<file path="src/rtl/mdu_pkg.sv">
// Shared definitions for the HI/LO multiply/divide unit: operation codes,
// FSM state encoding and the default iteration count.
package mdu_pkg;

   localparam int ITER_DEF = 32;

   localparam logic [2:0] MDU_MULT  = 3'd0;
   localparam logic [2:0] MDU_MULTU = 3'd1;
   localparam logic [2:0] MDU_DIV   = 3'd2;
   localparam logic [2:0] MDU_DIVU  = 3'd3;
   localparam logic [2:0] MDU_MTHI  = 3'd4;
   localparam logic [2:0] MDU_MTLO  = 3'd5;

   typedef enum logic [1:0] {
      IDLE = 2'd0,
      RUN  = 2'd1,
      FIX  = 2'd2
   } mdu_state_t;

endpackage

</file>
<file path="src/rtl/mdu_hilo_if.sv">
// EX-stage request/result bundle between the pipeline and the HI/LO unit.
// The pipeline side (master) drives the request; the unit (slave) returns
// busy and the architectural HI/LO values.
interface mdu_hilo_if;
   logic        start;
   logic [2:0]  MDUCode;
   logic [31:0] A;
   logic [31:0] B;
   logic        flush;
   logic        busy;
   logic [31:0] HI;
   logic [31:0] LO;

   modport master (output start, MDUCode, A, B, flush,
                   input  busy, HI, LO);
   modport slave  (input  start, MDUCode, A, B, flush,
                   output busy, HI, LO);
endinterface

</file>
<file path="src/rtl/mdu_div_step.sv">
// One restoring-division step: shift the next dividend bit into the
// remainder, try subtracting the divisor, keep the difference only when it
// does not borrow, and shift the resulting quotient bit in.
module mdu_div_step
   import mdu_pkg::*;
(
   input  logic [31:0] rem,
   input  logic [31:0] quo,
   input  logic [31:0] divisor,
   output logic [31:0] rem_next,
   output logic [31:0] quo_next
);

   logic [32:0] shifted;
   logic [33:0] trial;

   // Trial subtract; trial[33] is the borrow out of the 33-bit subtract.
   always_comb begin
      shifted  = {rem, quo[31]};
      trial    = {1'b0, shifted} - {2'b00, divisor};
      rem_next = trial[33] ? shifted[31:0] : trial[31:0];
      quo_next = {quo[30:0], ~trial[33]};
   end

endmodule

</file>
<file path="src/rtl/mdu_hilo.sv">
// Iterative multiply/divide unit with HI/LO registers for the EX stage.
// Multiply is shift-add, divide is restoring; both take ITER RUN cycles plus
// one FIX cycle for sign correction and writeback, holding busy throughout.
// Optional build macro MDU_FAST_MUL_EN: MULT/MULTU complete combinationally
// at the request edge without raising busy; divide stays iterative.
module mdu_hilo
   import mdu_pkg::*;
#(
   parameter int          ITER    = ITER_DEF,
   parameter logic [31:0] DIV0_LO = 32'hFFFF_FFFF
)
(
   input  logic       clk,
   input  logic       rst_n,
   mdu_hilo_if.slave  bus
);

   mdu_state_t  state;
   logic [5:0]  cnt;
   logic        busy;
   logic [31:0] hi;
   logic [31:0] lo;

   logic [31:0] acc_hi;
   logic [31:0] acc_lo;
   logic [31:0] opnd_b;
   logic        op_div;
   logic        neg_prod;
   logic        neg_quo;
   logic        neg_rem;
   logic        div0;

   logic        is_mul;
   logic        is_div;
   logic        is_md;
   logic        signed_op;
   logic        load;
   logic [32:0] mul_sum;
   logic [31:0] div_rem;
   logic [31:0] div_quo;
   logic [63:0] prod_fix;
   logic [31:0] fix_hi;
   logic [31:0] fix_lo;

   function automatic logic [31:0] magnitude(input logic signed [31:0] v,
                                             input logic is_signed);
      if (is_signed && (v < 0)) return -v;
      else return v;
   endfunction

   function automatic logic [31:0] apply_sign32(input logic [31:0] v, input logic neg);
      return neg ? -v : v;
   endfunction

   function automatic logic [63:0] apply_sign64(input logic [63:0] v, input logic neg);
      return neg ? -v : v;
   endfunction

   // Request decode; a new op is only taken in IDLE without a flush.
   always_comb begin
      is_mul    = (bus.MDUCode == MDU_MULT) || (bus.MDUCode == MDU_MULTU);
      is_div    = (bus.MDUCode == MDU_DIV)  || (bus.MDUCode == MDU_DIVU);
      is_md     = is_mul || is_div;
      signed_op = (bus.MDUCode == MDU_MULT) || (bus.MDUCode == MDU_DIV);
      load      = (state == IDLE) && bus.start && !bus.flush && is_md;
   end

`ifdef MDU_FAST_MUL_EN
   logic [63:0] fast_prod;
   // Sign- or zero-extend to 64 bits so one multiplier serves MULT and MULTU.
   always_comb begin
      fast_prod = {{32{signed_op & bus.A[31]}}, bus.A} *
                  {{32{signed_op & bus.B[31]}}, bus.B};
   end
`endif

   mdu_div_step u_div_step (
      .rem      (acc_hi),
      .quo      (acc_lo),
      .divisor  (opnd_b),
      .rem_next (div_rem),
      .quo_next (div_quo)
   );

   // Multiply step and final sign correction of the magnitude results.
   always_comb begin
      mul_sum  = {1'b0, acc_hi} + (acc_lo[0] ? {1'b0, opnd_b} : 33'd0);
      prod_fix = apply_sign64({acc_hi, acc_lo}, neg_prod);
      if (op_div) begin
         fix_hi = apply_sign32(acc_hi, neg_rem);
         fix_lo = div0 ? DIV0_LO : apply_sign32(acc_lo, neg_quo);
      end else begin
         fix_hi = prod_fix[63:32];
         fix_lo = prod_fix[31:0];
      end
   end

   // Operand capture and per-cycle iteration; the datapath needs no reset
   // because every op reloads it before use.
   always_ff @(posedge clk) begin
      if (load) begin
         acc_hi   <= '0;
         acc_lo   <= magnitude(bus.A, signed_op);
         opnd_b   <= magnitude(bus.B, signed_op);
         op_div   <= is_div;
         neg_prod <= signed_op & (bus.A[31] ^ bus.B[31]);
         neg_quo  <= signed_op & (bus.A[31] ^ bus.B[31]);
         neg_rem  <= signed_op & bus.A[31];
         div0     <= (bus.B == 32'd0);
      end else if (state == RUN) begin
         if (op_div) begin
            acc_hi <= div_rem;
            acc_lo <= div_quo;
         end else begin
            {acc_hi, acc_lo} <= {mul_sum, acc_lo[31:1]};
         end
      end
   end

   // Control FSM with registered busy and the architectural HI/LO.
   always_ff @(posedge clk or negedge rst_n) begin
      if (!rst_n) begin
         state <= IDLE;
         cnt   <= '0;
         busy  <= 1'b0;
         hi    <= '0;
         lo    <= '0;
      end else if (bus.flush) begin
         // Squash wins over start in IDLE and over writeback in FIX.
         state <= IDLE;
         cnt   <= '0;
         busy  <= 1'b0;
      end else begin
         case (state)
            IDLE: begin
               if (bus.start) begin
                  if (bus.MDUCode == MDU_MTHI) begin
                     hi <= bus.A;
                  end else if (bus.MDUCode == MDU_MTLO) begin
                     lo <= bus.A;
`ifdef MDU_FAST_MUL_EN
                  end else if (is_mul) begin
                     {hi, lo} <= fast_prod;
`endif
                  end else if (is_md) begin
                     state <= RUN;
                     cnt   <= 6'(ITER);
                     busy  <= 1'b1;
                  end
               end
            end
            RUN: begin
               cnt <= cnt - 6'd1;
               if (cnt == 6'd1) state <= FIX;
            end
            FIX: begin
               hi    <= fix_hi;
               lo    <= fix_lo;
               busy  <= 1'b0;
               state <= IDLE;
            end
            default: state <= IDLE;
         endcase
      end
   end

   assign bus.busy = busy;
   assign bus.HI   = hi;
   assign bus.LO   = lo;

endmodule

</file>
<file path="src/flat_wrapper.sv">
// flat-port wrapper written by rule: the top's interface ports become plain ports
module mdu_hilo_flat import mdu_pkg::*;
#(
   parameter int          ITER    = ITER_DEF,
   parameter logic [31:0] DIV0_LO = 32'hFFFF_FFFF
)
  (clk, rst_n, bus_start, bus_MDUCode, bus_A, bus_B, bus_flush, bus_busy, bus_HI, bus_LO);
  mdu_hilo_if bus_i ();
  input  logic clk;
  input  logic rst_n;
  input wire logic [$bits(bus_i.start)-1:0] bus_start;
  input wire logic [$bits(bus_i.MDUCode)-1:0] bus_MDUCode;
  input wire logic [$bits(bus_i.A)-1:0] bus_A;
  input wire logic [$bits(bus_i.B)-1:0] bus_B;
  input wire logic [$bits(bus_i.flush)-1:0] bus_flush;
  output wire logic [$bits(bus_i.busy)-1:0] bus_busy;
  output wire logic [$bits(bus_i.HI)-1:0] bus_HI;
  output wire logic [$bits(bus_i.LO)-1:0] bus_LO;
  assign bus_i.start = bus_start;
  assign bus_i.MDUCode = bus_MDUCode;
  assign bus_i.A = bus_A;
  assign bus_i.B = bus_B;
  assign bus_i.flush = bus_flush;
  assign bus_busy = bus_i.busy;
  assign bus_HI = bus_i.HI;
  assign bus_LO = bus_i.LO;
  mdu_hilo #(.ITER(ITER), .DIV0_LO(DIV0_LO)) u_core (.clk(clk), .rst_n(rst_n), .bus(bus_i));
endmodule
</file>
<file path="config.mk">
export PLATFORM = sky130hd
export DESIGN_NAME = mdu_hilo_flat
export DESIGN_NICKNAME = d
export VERILOG_FILES = /design/src/rtl/mdu_pkg.sv /design/src/rtl/mdu_hilo_if.sv /design/src/rtl/mdu_div_step.sv /design/src/rtl/mdu_hilo.sv /design/src/flat_wrapper.sv
export SDC_FILE = /design/constraint.sdc
export NUM_CORES = 1
export LEC_CHECK = 0
export BUFFER_PORTS_ARGS = -buffer_cell sky130_fd_sc_hd__buf_2
export CAP_MARGIN = 15
export CORE_MARGIN = 2
export CORE_UTILIZATION = 60
export CTS_CLUSTER_SIZE = 16
export DETAILED_ROUTE_END_ITERATION = 12
export HOLD_SLACK_MARGIN = 0.1
export PLACE_DENSITY = 0.81
export RECOVER_POWER = 25
export SLEW_MARGIN = 5
export SYNTH_ARGS = -nofsm -noshare
export SYNTH_HDL_FRONTEND = slang
export SYNTH_SLANG_ARGS = --single-unit
</file>
<file path="constraint.sdc">
create_clock -name clk -period 5.8 [get_ports clk]
set_input_delay 1.16 -clock clk [delete_from_list [all_inputs] [get_ports clk]]
set_output_delay 1.16 -clock clk [all_outputs]
set_load 0.005 [all_outputs]
</file>
# [Word level (Yosys, flattened, before mapping)]
# Index checks and enable logic that the tools add are counted.
# W data, S select, Z words.
[word_totals] elab_cells=106 in_bits=71 reg_bits=173 output_inout_bits=65
[op_classes] mux=40 add_sub_neg=8 reduce_logical=22 eq_ne=17 magnitude_cmp=2 bitwise=5
[op_table] op="$mux W32" n=18
[op_table] op="$neg A32 Y32" n=4
[op_table] op="$pmux W32 S2" n=2
[op_table] op="$lt A32 B1 Y1 const B" n=2
[op_table] op="$mux W64" n=1
[op_table] op="$neg A64 Y64" n=1
[op_table] op="$sub A33 B32 Y34" n=1
[op_table] op="$add A32 B33 Y33" n=1
[op_table] op="$logic_not A32 Y1" n=1
[op_table] op="$mux W6" n=5
[op_table] op="$reduce_and A5 Y1" n=4
[op_table] op="$mux W2" n=6
[op_table] op="$ne A3 B3 Y1 const B" n=4
[op_table] op="$pmux W6 S2" n=1
[op_table] op="$ne A2 B2 Y1 const B" n=4
[op_table] op="$eq A3 B2 Y1 const B" n=2
[op_table] op="$eq A3 B3 Y1 const B" n=2
[op_table] op="$eq A6 B1 Y1 const B" n=1
[op_table] op="$reduce_bool A3 Y1" n=2
[op_table] op="$sub A6 B1 Y6 const B" n=1
[op_table] op="$logic_and A1 B1 Y1" n=5
[op_table] op="$mux W1" n=5
[op_table] op="$logic_or A1 B1 Y1" n=4
[op_table] op="$pmux W2 S2" n=1
[op_table] op="13 further kinds" n=16

# [Depth between registers and ports, before layout]
[depth] ltp_word=9 depth_mapped=14 ltp_nobuf=12

# [Hierarchy]
# A second synthesis with hierarchy kept.
[hier_totals] hier_cells=1856 area_unflattened_um2=14940.6
[modules_own_cells] module="mdu_hilo" n_inst=1 seq_area_each_um2=4509.3 cells_per_inst=1452 area_each_um2=12278.0
[modules_own_cells] module="mdu_div_step" n_inst=1 seq_area_each_um2=0.0 cells_per_inst=404 area_each_um2=2662.6

# [Least setup slack after synthesis]
# Ideal clock, no wire load.
[synth_timing] path_kind="input port to flip-flop" start="in bus_MDUCode[2]" end="reg u_core.acc_lo[1], data pin" setup_ns=0.330 required_time_ns=5.470 arrival_time_ns=3.440 path_stages=6 path_slack_ns=2.030 n_path_buf=2 path_cell_list="nand2b_1 -> or4_1 -> inv_1 -> clkbuf_1 -> buf_1 -> a31oi_1"
[synth_via] elab_chain_cells=5 word_cells_on_any_way=12 cone_classes="eq/ne: 3; mux: 2; reduce/logical: 7"
[synth_rtl] item="start, declared" line="flat_wrapper.sv:12" source="input wire logic [$bits(bus_i.MDUCode)-1:0] bus_MDUCode;"
[synth_rtl] item="$eq A3 B1 Y1 (tied with other cells)" line="mdu_hilo.sv:61" source="is_mul = (bus.MDUCode == MDU_MULT) || (bus.MDUCode == MDU_MULTU);"
[synth_rtl] item="$logic_or A1 B1 Y1, on equally long branches" line="mdu_hilo.sv:61, mdu_hilo.sv:62"
[synth_rtl] item="$logic_or A1 B1 Y1 *" line="mdu_hilo.sv:63" source="is_md = is_mul || is_div;"
[synth_rtl] item="$logic_and A1 B1 Y1 *" line="mdu_hilo.sv:65" source="load = (state == IDLE) && bus.start && !bus.flush && is_md;"
[synth_rtl] item="net u_core.load" line="mdu_hilo.sv:37" source="logic load;"
[synth_rtl] item="$mux W32 *" line="mdu_hilo.sv:101" source="if (load) begin"
[synth_rtl] item="end signal, assigned" line="mdu_hilo.sv:103" source="acc_lo <= magnitude(bus.A, signed_op);"
[synth_rtl] item="end signal, assigned" line="mdu_hilo.sv:113" source="acc_lo <= div_quo;"
[synth_rtl] item="end signal, assigned" line="mdu_hilo.sv:115" source="{acc_hi, acc_lo} <= {mul_sum, acc_lo[31:1]};"
[synth_rtl] item="end, declared" line="mdu_hilo.sv:25" source="logic [31:0] acc_lo;"
# The timed path passes the listed nets; every way through them passes the cells marked *.
# A chain may end at the register's enable or synchronous reset.

==> impl_metrics.json <==
{
  "yosys_warnings": 0,
  "wire_per_inst_um": 19.9,
  "synth_flop_cell": "dfrtp_1",
  "grt_setup_unrepaired": "no",
  "reg2regPathDepth": 12,
  "post-route-period-util_pct": 73.9,
  "p_per_area_nw_per_um2": 408,
  "ant_nets": 0,
  "port_buffers": 135,
  "synthCells": 1787,
  "max_freq_mhz": 233,
  "dp_slack_ns": 1.75,
  "leakagePower_nw": 6.77,
  "crit_path_start": "rst_n",
  "synth-seq-cells": 173,
  "period_needed_ns": 4.29,
  "wirelength_um": 43800,
  "final_cell_count_no_fill": 2198,
  "grt_pass1_vias": 13003,
  "dp.cells": 2166,
  "clock-skew-final_ns": 0.0204,
  "worstMarginPinSlew_ns": 3.93,
  "cts_resized": 0,
  "critPathKind": "input pin to async pin",
  "syn_area_per_cell_um2": 7.99,
  "setup_tns_ns": 0,
  "die_y_um": 158,
  "drive_gt1_share_pct": 10.8,
  "holdCritStartpoint": "u_core.bus.LO[22]$_DFFE_PN0P_",
  "initial_core_util_pct": 61.0,
  "required_ns": 5.44,
  "layout_common_cells": "o21ai_0, nand2_1, nor2_1, a21oi_1, buf_2",
  "diodes": 0,
  "first_pass_iters": 6,
  "grt.overflow.total": 0,
  "die_area_um2": 25000,
  "synth_top_area_cell": "edfxtp_1",
  "cts_max_path_buffers": 2,
  "clkTransAtPathRegs_ns": 0.08,
  "cts_tree": "done",
  "clk_latency_ns": 0.45,
  "hold_path_class": "register to register",
  "async_reset_ff_share_pct": 42.2,
  "ctsHoldBuffers": 0,
  "syn_to_final_growth_pct": 10.4,
  "drv_cap": 1,
  "gp_congestion": 0.996,
  "stdcell_area_um2": 15800,
  "min_path_cells": 1,
  "dp_hpwl_um": 32700,
  "ys_seq_area_share_pct": 31.6,
  "fin_ws_ns": 1.51,
  "synth_area_leaders": "edfxtp_1, dfrtp_1, o21ai_0, ha_1, xnor2_1",
  "slew_violations": 74,
  "path_buf_inv": 1,
  "postCtsSetupRepairBufs": 0,
  "cts_root_buf": "clkbuf_16",
  "core_area_um2": 23400,
  "cp_slowest_stage_delay_ns": 2.70,
  "vias": 14231,
  "utilization_pct": 67.3,
  "h-tree-depth": 4,
  "arrival_ns": 3.93,
  "via_per_inst": 6.47,
  "syn_area_um2": 14300,
  "io_pins": 136,
  "vdd_ir_drop_max_v": 0.000189,
  "crit_cells": 1,
  "relSlewSlack_pct": -162,
  "clock_sinks": 173,
  "drc": 0,
  "hold_viol": 0,
  "cp_top_family": "buffers and inverters",
  "cpMaxStageDelayCell": "clkbuf_1",
  "synth_top_area_share_pct": 14.3,
  "setup_viol": 0,
  "grt_max_degree": 125,
  "nets": 2009,
  "die_w_um": 158,
  "grt_usage_pct": 35.1,
  "synth_fp_nets": 1930,
  "violations": "max-capacitance violations, max-slew violations",
  "synth.distinct_cells": 71,
  "worstReg2RegStart": "u_core.acc_lo[0]$_DFFE_PP_",
  "grt_pass1_wl_um": 68700,
  "antenna_found_initial": 1,
  "cp_max_fo": 73,
  "drtIter0Drc": 1417,
  "cp-start-kind": "input pin",
  "cp-end-kind": "async pin",
  "status": "finished, violations left",
  "synth-edff-count": 68,
  "cts_buffers": 17,
  "post_dp_cell_area_um2": 15200,
  "layout_commonest_cell": "o21ai_0",
  "path_cells": "clkbuf_1",
  "num_rows": 56
}
power by group:
part | total, mW | internal, mW | switching [mW] | leakage [nW]
combinational | 3.22 | 1.32 | 1.90 | 4.65
sequential | 2.01 | 1.56 | 0.451 | 1.82
clock | 1.19 | 0.612 | 0.579 | 0.297
flip-flops by register name (all words and copies together) (netlist names):
| name | count |
|---|---|
| u_core.div0 | 1 |
| u_core.cnt | 6 |
| u_core.acc_lo | 32 |
| u_core.op_div | 1 |
| u_core.bus.busy | 1 |
| u_core.bus.HI | 32 |
| u_core.neg_rem | 1 |
| u_core.opnd_b | 32 |
| u_core.neg_prod | 1 |
| u_core.state | 2 |
| u_core.bus.LO | 32 |
| u_core.acc_hi | 32 |
synthesized netlist by cell type, types with 13 or more instances:
cell        n
a211oi_1   26
a21o_1     29
a21oi_1   152
a31oi_1    26
and3_1     20
buf_1      13
clkbuf_1   74
dfrtp_1    73
dfxtp_1    32
edfxtp_1   68
ha_1       70
inv_1      68
mux2i_1    35
nand2_1   187
nand2b_1   28
nand3_1    18
nor2_1    161
nor2b_1    19
nor3_1     46
nor4_1     25
o211ai_1   13
o21ai_0   199
o22ai_1    30
o31ai_1    31
or3_1      24
xnor2_1    87
xor2_1     80
path summary, 6_finish.rpt:
| kind | to | slack, ns |
|---|---|---|
| max in group clk | u_core.acc_hi[22]$_SDFFE_PP0P_ | 1.77 |
| min in group asynchronous | u_core.bus.LO[13]$_DFFE_PN0P_ | 2.04 |
| worst min-delay path | u_core.bus.LO[22]$_DFFE_PN0P_ | 0.47 |
| worst min register to register | u_core.bus.LO[22]$_DFFE_PN0P_ | 0.47 |
| worst max-delay path | u_core.bus.LO[21]$_DFFE_PN0P_ | 1.51 |
| worst max register to register | u_core.acc_hi[22]$_SDFFE_PP0P_ | 1.77 |
routing by layer:
metal | GRT usage [%] | routed length, um | up-vias
met2 | 57.7 | 20100 | 758
li1 | - | - | 6679
met4 | 15.1 | 1850 | 2
met5 | 0 | 11 | -
met1 | 46.1 | 17900 | 6658
met3 | 5.12 | 3920 | 134
cells by family after synthesis:
kind of cell | synth area share [%]
simple gates | 19.2
fa+ha+maj | 6.42
flops | 31.6
mux | 2.85
buf+inv | 4.23
compound gates | 25.5
xor+xnor | 10.2
final cells by class:
cell class / count / area [um^2]
timing repair buffer: 150 / 787
inverter: 68 / 256
clock inverter: 13 / 139
clock buffer: 19 / 464
multi-input combinational: 1456 / 9200
sequential: 173 / 4510
tap: 319 / 399
fill: 2051 / 7650
per-stage QoR:
stage / hold WS (ns) / power (mW)
floorplan: 0.455 / 4.16
global placement: 0.455 / 5.07
detailed placement: 0.460 / 5.14
CTS: 0.478 / 6.33
global route: 0.488 / 6.83
finish: 0.475 / 6.42
No activity file was read; power rests on OpenSTA's default activity.
